`src/rtl/gray_decoder.sv`:
```
// rtl/gray_decoder.sv - pipelined Gray-to-binary decoder with step classification, error count and lock
//
// Ports:
//   clk         rising-edge clock for all state
//   reset       synchronous active-low reset
//   in_valid    gray_in carries a sample this cycle
//   gray_in     Gray-coded sample, WIDTH bits
//   out_valid   one-cycle strobe, output fields updated this cycle
//   binary      decoded value of the sample (held while out_valid=0)
//   dir         1 = last legal step was +1, 0 = -1 (held across hold/error samples)
//   hold        strobe: sample equals the previous reference
//   step_error  strobe: sample differs from the reference in two or more bits
//   err_count   illegal-jump count, saturating at 255
//   locked      LOCK_RUN consecutive legal steps since the last error/reset
//
// Pipeline: input register, decode register, classify/output register.
// A sample presented at edge N is reported at edge N+2.

module gray_decoder #(
   parameter int WIDTH    = 3,
   parameter int LOCK_RUN = 4
) (
   input  logic             clk,
   input  logic             reset,
   input  logic             in_valid,
   input  logic [WIDTH-1:0] gray_in,
   output logic             out_valid,
   output logic [WIDTH-1:0] binary,
   output logic             dir,
   output logic             hold,
   output logic             step_error,
   output logic [7:0]       err_count,
   output logic             locked
);

   localparam logic [3:0] LOCK_VAL = 4'(LOCK_RUN);

   typedef enum logic {
      EMPTY = 1'b0,
      TRACK = 1'b1
   } state_t;

   function automatic logic [WIDTH-1:0] gray2bin(input logic [WIDTH-1:0] g);
      logic [WIDTH-1:0] b;
      b[WIDTH-1] = g[WIDTH-1];
      for (int i = WIDTH - 2; i >= 0; i--) begin
         b[i] = b[i+1] ^ g[i];
      end
      return b;
   endfunction

   // stage 1: raw input capture
   logic             s1_valid;
   logic [WIDTH-1:0] s1_gray;

   // stage 2: raw sample plus its decoded value
   logic             s2_valid;
   logic [WIDTH-1:0] s2_gray;
   logic [WIDTH-1:0] s2_bin;

   // tracking state
   state_t           state, state_n;
   logic [WIDTH-1:0] ref_gray, ref_gray_n;
   logic [WIDTH-1:0] ref_bin, ref_bin_n;
   logic [3:0]       run_cnt, run_cnt_n;

   // next values of the registered outputs
   logic             out_valid_n;
   logic [WIDTH-1:0] binary_n;
   logic             dir_n;
   logic             hold_n;
   logic             step_error_n;
   logic [7:0]       err_count_n;
   logic             locked_n;

   logic [WIDTH-1:0] diff;
   logic             diff_zero;
   logic             diff_onehot;

   always_ff @(posedge clk) begin
      if (!reset) begin
         s1_valid <= 1'b0;
         s1_gray  <= '0;
         s2_valid <= 1'b0;
         s2_gray  <= '0;
         s2_bin   <= '0;
      end else begin
         s1_valid <= in_valid;
         s1_gray  <= gray_in;
         s2_valid <= s1_valid;
         s2_gray  <= s1_gray;
         s2_bin   <= gray2bin(s1_gray);
      end
   end

   // Distance classes only need 0 / 1 / >=2 differing bits, so a zero test
   // and a power-of-two test replace a full popcount.
   always_comb begin
      diff        = s2_gray ^ ref_gray;
      diff_zero   = (diff == '0);
      diff_onehot = !diff_zero && ((diff & (diff - WIDTH'(1))) == '0);
   end

   always_comb begin
      state_n      = state;
      ref_gray_n   = ref_gray;
      ref_bin_n    = ref_bin;
      run_cnt_n    = run_cnt;
      out_valid_n  = 1'b0;
      binary_n     = binary;
      dir_n        = dir;
      hold_n       = 1'b0;
      step_error_n = 1'b0;
      err_count_n  = err_count;
      locked_n     = locked;

      if (s2_valid) begin
         out_valid_n = 1'b1;
         binary_n    = s2_bin;
         // every sample becomes the new reference, so an illegal jump resyncs
         ref_gray_n  = s2_gray;
         ref_bin_n   = s2_bin;
         state_n     = TRACK;

         case (state)
            EMPTY: begin
               // first sample only establishes the reference
            end
            TRACK: begin
               if (diff_zero) begin
                  hold_n = 1'b1;
               end else if (diff_onehot) begin
                  // modular add makes 2^WIDTH-1 -> 0 count as an up step
                  dir_n = (s2_bin == ref_bin + WIDTH'(1));
                  if (run_cnt != LOCK_VAL) begin
                     run_cnt_n = run_cnt + 4'd1;
                  end
               end else begin
                  step_error_n = 1'b1;
                  run_cnt_n    = 4'd0;
                  if (err_count != 8'hFF) begin
                     err_count_n = err_count + 8'd1;
                  end
               end
            end
            default: begin
               state_n = EMPTY;
            end
         endcase

         locked_n = (run_cnt_n == LOCK_VAL);
      end
   end

   always_ff @(posedge clk) begin
      if (!reset) begin
         state      <= EMPTY;
         ref_gray   <= '0;
         ref_bin    <= '0;
         run_cnt    <= 4'd0;
         out_valid  <= 1'b0;
         binary     <= '0;
         dir        <= 1'b0;
         hold       <= 1'b0;
         step_error <= 1'b0;
         err_count  <= 8'd0;
         locked     <= 1'b0;
      end else begin
         state      <= state_n;
         ref_gray   <= ref_gray_n;
         ref_bin    <= ref_bin_n;
         run_cnt    <= run_cnt_n;
         out_valid  <= out_valid_n;
         binary     <= binary_n;
         dir        <= dir_n;
         hold       <= hold_n;
         step_error <= step_error_n;
         err_count  <= err_count_n;
         locked     <= locked_n;
      end
   end

endmodule

```
`config.mk`:
```
export PLATFORM = sky130hd
export DESIGN_NAME = gray_decoder
export DESIGN_NICKNAME = d
export VERILOG_FILES = /design/src/rtl/gray_decoder.sv
export SDC_FILE = /design/constraint.sdc
export NUM_CORES = 1
export LEC_CHECK = 0
export BUFFER_PORTS_ARGS = -buffer_cell sky130_fd_sc_hd__buf_4
export CORE_MARGIN = 2
export CORE_UTILIZATION = 50
export DETAILED_ROUTE_END_ITERATION = 7
export PLACE_DENSITY = 0.8
export SLEW_MARGIN = 20
export SYNTH_ARGS = -nofsm -noshare
export SYNTH_HDL_FRONTEND = slang
export SYNTH_SLANG_ARGS = --single-unit
export TNS_END_PERCENT = 5
```
`constraint.sdc`:
```
create_clock -name clk -period 2.45 [get_ports clk]
set_clock_uncertainty 0.1 [all_clocks]
set_input_delay 0 -clock clk [delete_from_list [all_inputs] [get_ports clk]]
set_output_delay 0 -clock clk [all_outputs]
set_load 0.02 [all_outputs]
```
==> out/results.ini, run 1 <==
[status]
outcome=finished, final reports clean

[power_and_ir_drop]
peakVddDrop_mv=0.481
p_seq_frac=0.609
p_comb_frac=0.075
p_int_w=0.000695
switchingPower_w=0.000226
p_clk_frac=0.316
sw_frac_of_total=0.246
leakagePower_nw=0.741
p_per_area_nw_per_um2=541

[synth]
synth_area_sq_um=1400
yosys.area_share.simple=0.225
synthTopCellsByArea=dfxtp_1 47%, xor2_1 6.3%, nor2_1 5.6%
ys_types=37
synth.top_cell.area_share=0.472
syn_inst=146
syn-num-nets=156
synth_area_per_cell_sq_um=9.59
synth_top_family_by_area=simple AND/OR/NAND/NOR gates
ys.flop_type=dfxtp_1
synthMuxAreaShare=0.0500
yosysWarnings=0
synth_edf_count=0
yosys.area_share.xor_xnor=0.0929
ys_ff_latch=33
synth_top_cell_by_area=dfxtp_1
async_reset_ff_frac=0
yosys.area_share.adder=0.0438
synth-compound-area-share=0.0751
ys_seq_area_frac=0.472

[clock_network]
cts_made_buffers=5
clock-sinks=33
post_cts_resized=0
clockBufferDepth=2
cts_tree=built
cts-root-buf=clkbuf_4
htree_levels=2
cts_setup_buffers=0
clk_pin_slew_ns=0.11
clk_latency_ns=0.33

[global_route]
grt_max_degree=21
track_usage=0.181
antenna_found_initial=0
grt_overflow=0
grt_pass1_wl_mm=4.55
first_global_vias=1086

[hold_path]
min_path_type=flip-flop to flip-flop
holdPathStages=1

[critical_path]
r2r-end=dir
crit_type=flip-flop to flip-flop
start_kind=flip-flop
crit_chain=xor2_2 > o31a_1 > nor2b_4 > nand2_1 > or4_1 > a21oi_1
reg2reg_depth=6
crit_end=dir
critPathMaxFanout=9
cp_slowest_cell=dfxtp_1
reg2reg_from=ref_gray[2]
slowest_delay_ns=0.41
crit_path_end_kind=flip-flop
cp_data_required_time_ns=2.61
worstPathArrival_ns=2.16
r2r_setup_slack_ns=0.45
critPathLaunch=ref_gray[2]

[final_layout]
diodes=0
nFillCells=230
final_common_cell=dfxtp_1
final_layout_size_suffix_gt1_frac=0.198
fin_area_sq_um=1700
multi_input_area_sq_um=682
area.sequential_sq_um=661
synthToLayoutAreaGrowth_pct=21.6
nets=186
layout_common_cells=33 x dfxtp_1, 22 x buf_4, 21 x nor2_1

[floorplanning]
io_pins=22
core_sq_um=2710
rows=19
die_x_microns=56.9
die_area_sq_um=3240
fp.dieH_microns=56.9
start_util=0.517

[routing]
drt-total-wl_mm=2.57
first_pass_iters=4
routedWlPerCell_microns=12.3
route.detailed.drc=0
dr_total_vias=1086
dr.first_iter.drc_count=36
via_per_inst=5.22
drt.antenna.violating_nets=0

[timing]
finalSetupViolCount=0
finalHoldViolations=0
tightest_slew_ns=0.618
slew_headroom=0.588
max_freq_mhz=500
fin_crit_sh=0.817
rsz0062_at_grt=false
finalCriticalPeriod_ns=2.00
finalSetupTns_ns=0
maxSlewViolCount=0
hold_ws_ns=0.345

[placed_design]
placed_area_sq_um=1560
place_congestion=0.773
io_buffers=21
hpwl_mm=1.75

[flow_run]
cap_violations=0

-- area by class of cell --
class,instances,share of cell area
sequential,33,0.388
clock buffer,5,0.0220
timing repair buffer,31,0.150
multi-input combinational,102,0.400
clock inverter,3,0.0103
tap,31,0.0228
inverter,3,0.00661
-- worst min path at each step --
stage	slack, ns	endpoint	startpoint
after floorplan	0.03	s1_gray[0]	gray_in[0]
after global placement	0.11	s1_gray[2]	gray_in[2]
after detailed placement	0.11	s1_gray[0]	gray_in[0]
after CTS	0.34	s2_valid	s1_valid
after global routing	0.38	s2_valid	s1_valid
final	0.35	s2_valid	s1_valid
-- state kept, by name, summed over array words and instances (netlist names), 2 cells and up --
name       count
s2_gray        3
err_count      8
ref_gray       3
s1_gray        3
ref_bin        2
s2_bin         2
run_cnt        4
-- power by group through the flow --
stage | Clock (W) | Sequential (W) | Combinational [W]
detailed placement | 0 | 0.000573 | 0.0000581
global placement | 0 | 0.000572 | 0.0000566
CTS | 0.000301 | 0.000561 | 0.0000692
finish | 0.000291 | 0.000561 | 0.0000693
global route | 0.000327 | 0.000563 | 0.0000777
floorplan | 0 | 0.000571 | 0.0000441
-- per-layer routing --
metal / vias to the layer above / track usage / part of all wire
met5: - / 0 / 0
met4: 0 / 0.0897 / 0.021
met3: 7 / 0.0668 / 0.035
met2: 18 / 0.276 / 0.47
met1: 507 / 0.225 / 0.47
li1: 554 / - / -
-- synthesized netlist by cell type (2+ instances only) --
library cell / n
and3_1: 3
mux2i_1: 7
buf_4: 2
xor2_1: 10
xnor2_1: 3
and4_1: 2
o22ai_1: 2
a21oi_1: 5
nor2_1: 21
nand3_1: 2
a211oi_1: 2
ha_1: 4
clkbuf_1: 4
dfxtp_1: 33
nand4_1: 3
and2_1: 11
a31oi_1: 2
nand2_1: 9
inv_1: 3
-- metrics by stage --
| step | utilization | setup slack (ns) | cells | power (W) |
|---|---|---|---|---|
| after global placement | 0.575 | 0.568 | 191 | 0.000629 |
| after CTS | 0.628 | 0.443 | 208 | 0.000930 |
| after global routing | 0.628 | 0.242 | 208 | 0.000968 |
| after detailed placement | 0.575 | 0.484 | 191 | 0.000631 |
| after floorplan | - | 0.701 | 146 | 0.000615 |
| final | 0.628 | 0.448 | 208 | 0.000921 |
-- worst max-delay path, delay by kind of cell, from the launching register on --
family,cells,cell delay (ns)
simple gates,3,0.69
compound gates,2,0.48
flops,1,0.41
xor+xnor,1,0.24
-- what timing repair did --
item                       CTS  global route
hold buffers                 9             0
setup endpoints to repair    0             0
hold endpoints to repair    12             0
-- kinds of logic after synthesis --
family | after synthesis
AOI/OAI and AO/OA | 16
xor gates and xnor gates | 14
adders and majority gates | 5
buffers and inverters | 11
DFF | 33
muxes | 7
and+or+nand+nor | 60
No activity file was read; power rests on OpenSTA's default activity.
==> run 2, diff against run 1 <==
clock period = 2 ns   (was 2.45 ns; I/O delays follow)
==> out/results.ini, run 2 (synthesis gave the netlist of run 1 again) <==
[critical_path]
r2r_setup_slack_ns=0.14  ; -0.31 ns
crit_family=compound AO/OA/AOI/OAI gates
cp_data_required_time_ns=2.17  ; -0.44 ns
worstPathArrival_ns=2.03  ; -0.13 ns
slowest_delay_ns=0.39  ; -0.02 ns
start_kind=flip-flop
crit_path_end_kind=flip-flop
crit_chain=xor2_2 > maj3_2 > a31o_2 > a21oi_1 > o2111ai_1 > o22ai_1
cp_slowest_cell=maj3_2
crit_type=flip-flop to flip-flop
path_buf_inv=0  ; unchanged
critPathMaxFanout=7  ; -2

[placed_design]
placed_cells=192  ; +0.52%
io_buffers=21  ; unchanged
placed_area_sq_um=1570  ; +0.48%
place_congestion=0.799  ; +3.4%
hpwl_mm=1.78  ; +2.0%

[clock_network]
clk_pin_slew_ns=0.11  ; about the same
htree_levels=2  ; unchanged
clockBufferDepth=2  ; unchanged
cts-root-buf=clkbuf_4
cts_made_buffers=5  ; unchanged
cts_tree=built
clock-sinks=33  ; unchanged
clk_latency_ns=0.34  ; about the same

[final_layout]
largest_reg_flops=8  ; unchanged
synthToLayoutAreaGrowth_pct=22.9
final_common_cell=dfxtp_1
final_cells=209  ; +0.48%
utilization=0.635  ; +0.00646
fin_area_sq_um=1720  ; +1.0%
final_layout_size_suffix_gt1_frac=0.219  ; +0.0214
nets=187  ; +0.54%
diodes=0  ; unchanged
layout_common_cells=32 x dfxtp_1, 23 x buf_4, 21 x nor2_1
regMostFlops=err_count
reg.largest.list=err_count x8, run_cnt x4

[floorplanning]
fp.dieH_microns=56.9  ; unchanged
die_x_microns=56.9  ; unchanged
start_util=0.517  ; unchanged
die_area_sq_um=3240  ; unchanged
core_sq_um=2710  ; unchanged
io_pins=22  ; unchanged
rows=19  ; unchanged

[timing]
max_freq_mhz=537  ; +7.4%
finalCriticalPeriod_ns=1.86  ; -0.138 ns
tightest_slew_ns=0.597  ; -0.0205 ns
finalHoldViolations=0  ; unchanged
fin_crit_sh=0.932  ; +0.115
maxSlewViolCount=0  ; unchanged
slew_headroom=0.601  ; +0.0136
finalSetupViolCount=0  ; unchanged

[status]
outcome=finished, final reports clean

[power_and_ir_drop]
leakagePower_nw=0.747  ; +0.77%
p_seq_frac=0.602  ; -0.007
switchingPower_w=0.000285  ; +26%
p_clk_frac=0.319  ; +0.003
power_w=0.00114  ; +24%
peakVddDrop_mv=0.568  ; +18%
p_per_area_nw_per_um2=661  ; +22%
p_int_w=0.000852  ; +23%
sw_frac_of_total=0.251  ; +0.00515
p_comb_frac=0.078  ; +0.003

[routing]
first_pass_iters=4  ; unchanged
route.detailed.drc=0  ; unchanged
dr_total_vias=1125  ; +3.6%
routedWlPerCell_microns=12.6  ; +2.1%
via_per_inst=5.38  ; +3.1%
drt-total-wl_mm=2.63  ; +2.6%
drt.antenna.violating_nets=0  ; unchanged
dr.first_iter.drc_count=23  ; -36%

[global_route]
first_global_vias=1013  ; -6.7%
grt_pass1_wl_mm=4.34  ; -4.6%
grt-busiest-layer=met2
grt_use_met2=0.304  ; +0.0279
grtUsageMet1=0.197  ; -0.0286
track_usage=0.180  ; -0.000819
grt_max_degree=21  ; unchanged
grt_overflow=0  ; unchanged
met3_usage=0.0484  ; -0.0184
antenna_found_initial=0  ; unchanged

[hold_path]
min_path_type=flip-flop to flip-flop

[flow_run]
cap_violations=0  ; unchanged

-- run 2: power groups by stage --
stage | Sequential, W | Combinational (W) | Clock, W
floorplan | 0.000700 | 0.0000540 | 0
global placement | 0.000699 | 0.0000719 | 0
detailed placement | 0.000700 | 0.0000745 | 0
CTS | 0.000685 | 0.0000882 | 0.000374
global route | 0.000687 | 0.0000978 | 0.000398
finish | 0.000685 | 0.0000891 | 0.000363
-- run 2: through the flow --
step	worst slack, ns	hold slack (ns)	setup TNS, ns
finish	0.137	0.349	0
global route	-0.0149	0.370	-0.0178
CTS	0.0970	0.348	0
detailed placement	0.108	0.110	0
global placement	0.170	0.107	0
floorplan	0.251	0.0273	0
-- run 2: path summary, 6_finish.rpt --
| path | endpoint | from | cells after the start |
|---|---|---|---|
| min | s2_valid | s1_valid | 1 |
| max | locked | ref_gray[2] | 6 |
| min reg2reg | s2_valid | s1_valid | 1 |
| max reg2reg | locked | ref_gray[2] | 6 |
-- run 2: timing repair --
item                       4_1_cts  5_1_grt
setup buffers                    0        0
hold buffers                     9        0
gates resized for setup          0        3
hold endpoints to repair        12        0
setup endpoints to repair        0        7
-- run 2: per-layer routing --
| layer | share of wire | vias to the layer above |
|---|---|---|
| met5 | 0 | - |
| met4 | 0.022 | 0 |
| met3 | 0.050 | 6 |
| met2 | 0.50 | 38 |
| met1 | 0.43 | 524 |
| li1 | - | 557 |
-- run 2: final cells by class --
cell class	instances	area [sq um]
fillers	233	990
multi-input cells	102	691
flip-flops and latches	33	662
repair buffers	32	263
well taps	31	38.8
clock buffers	5	37.5
clock inverters	3	17.5
inverters	3	11.3
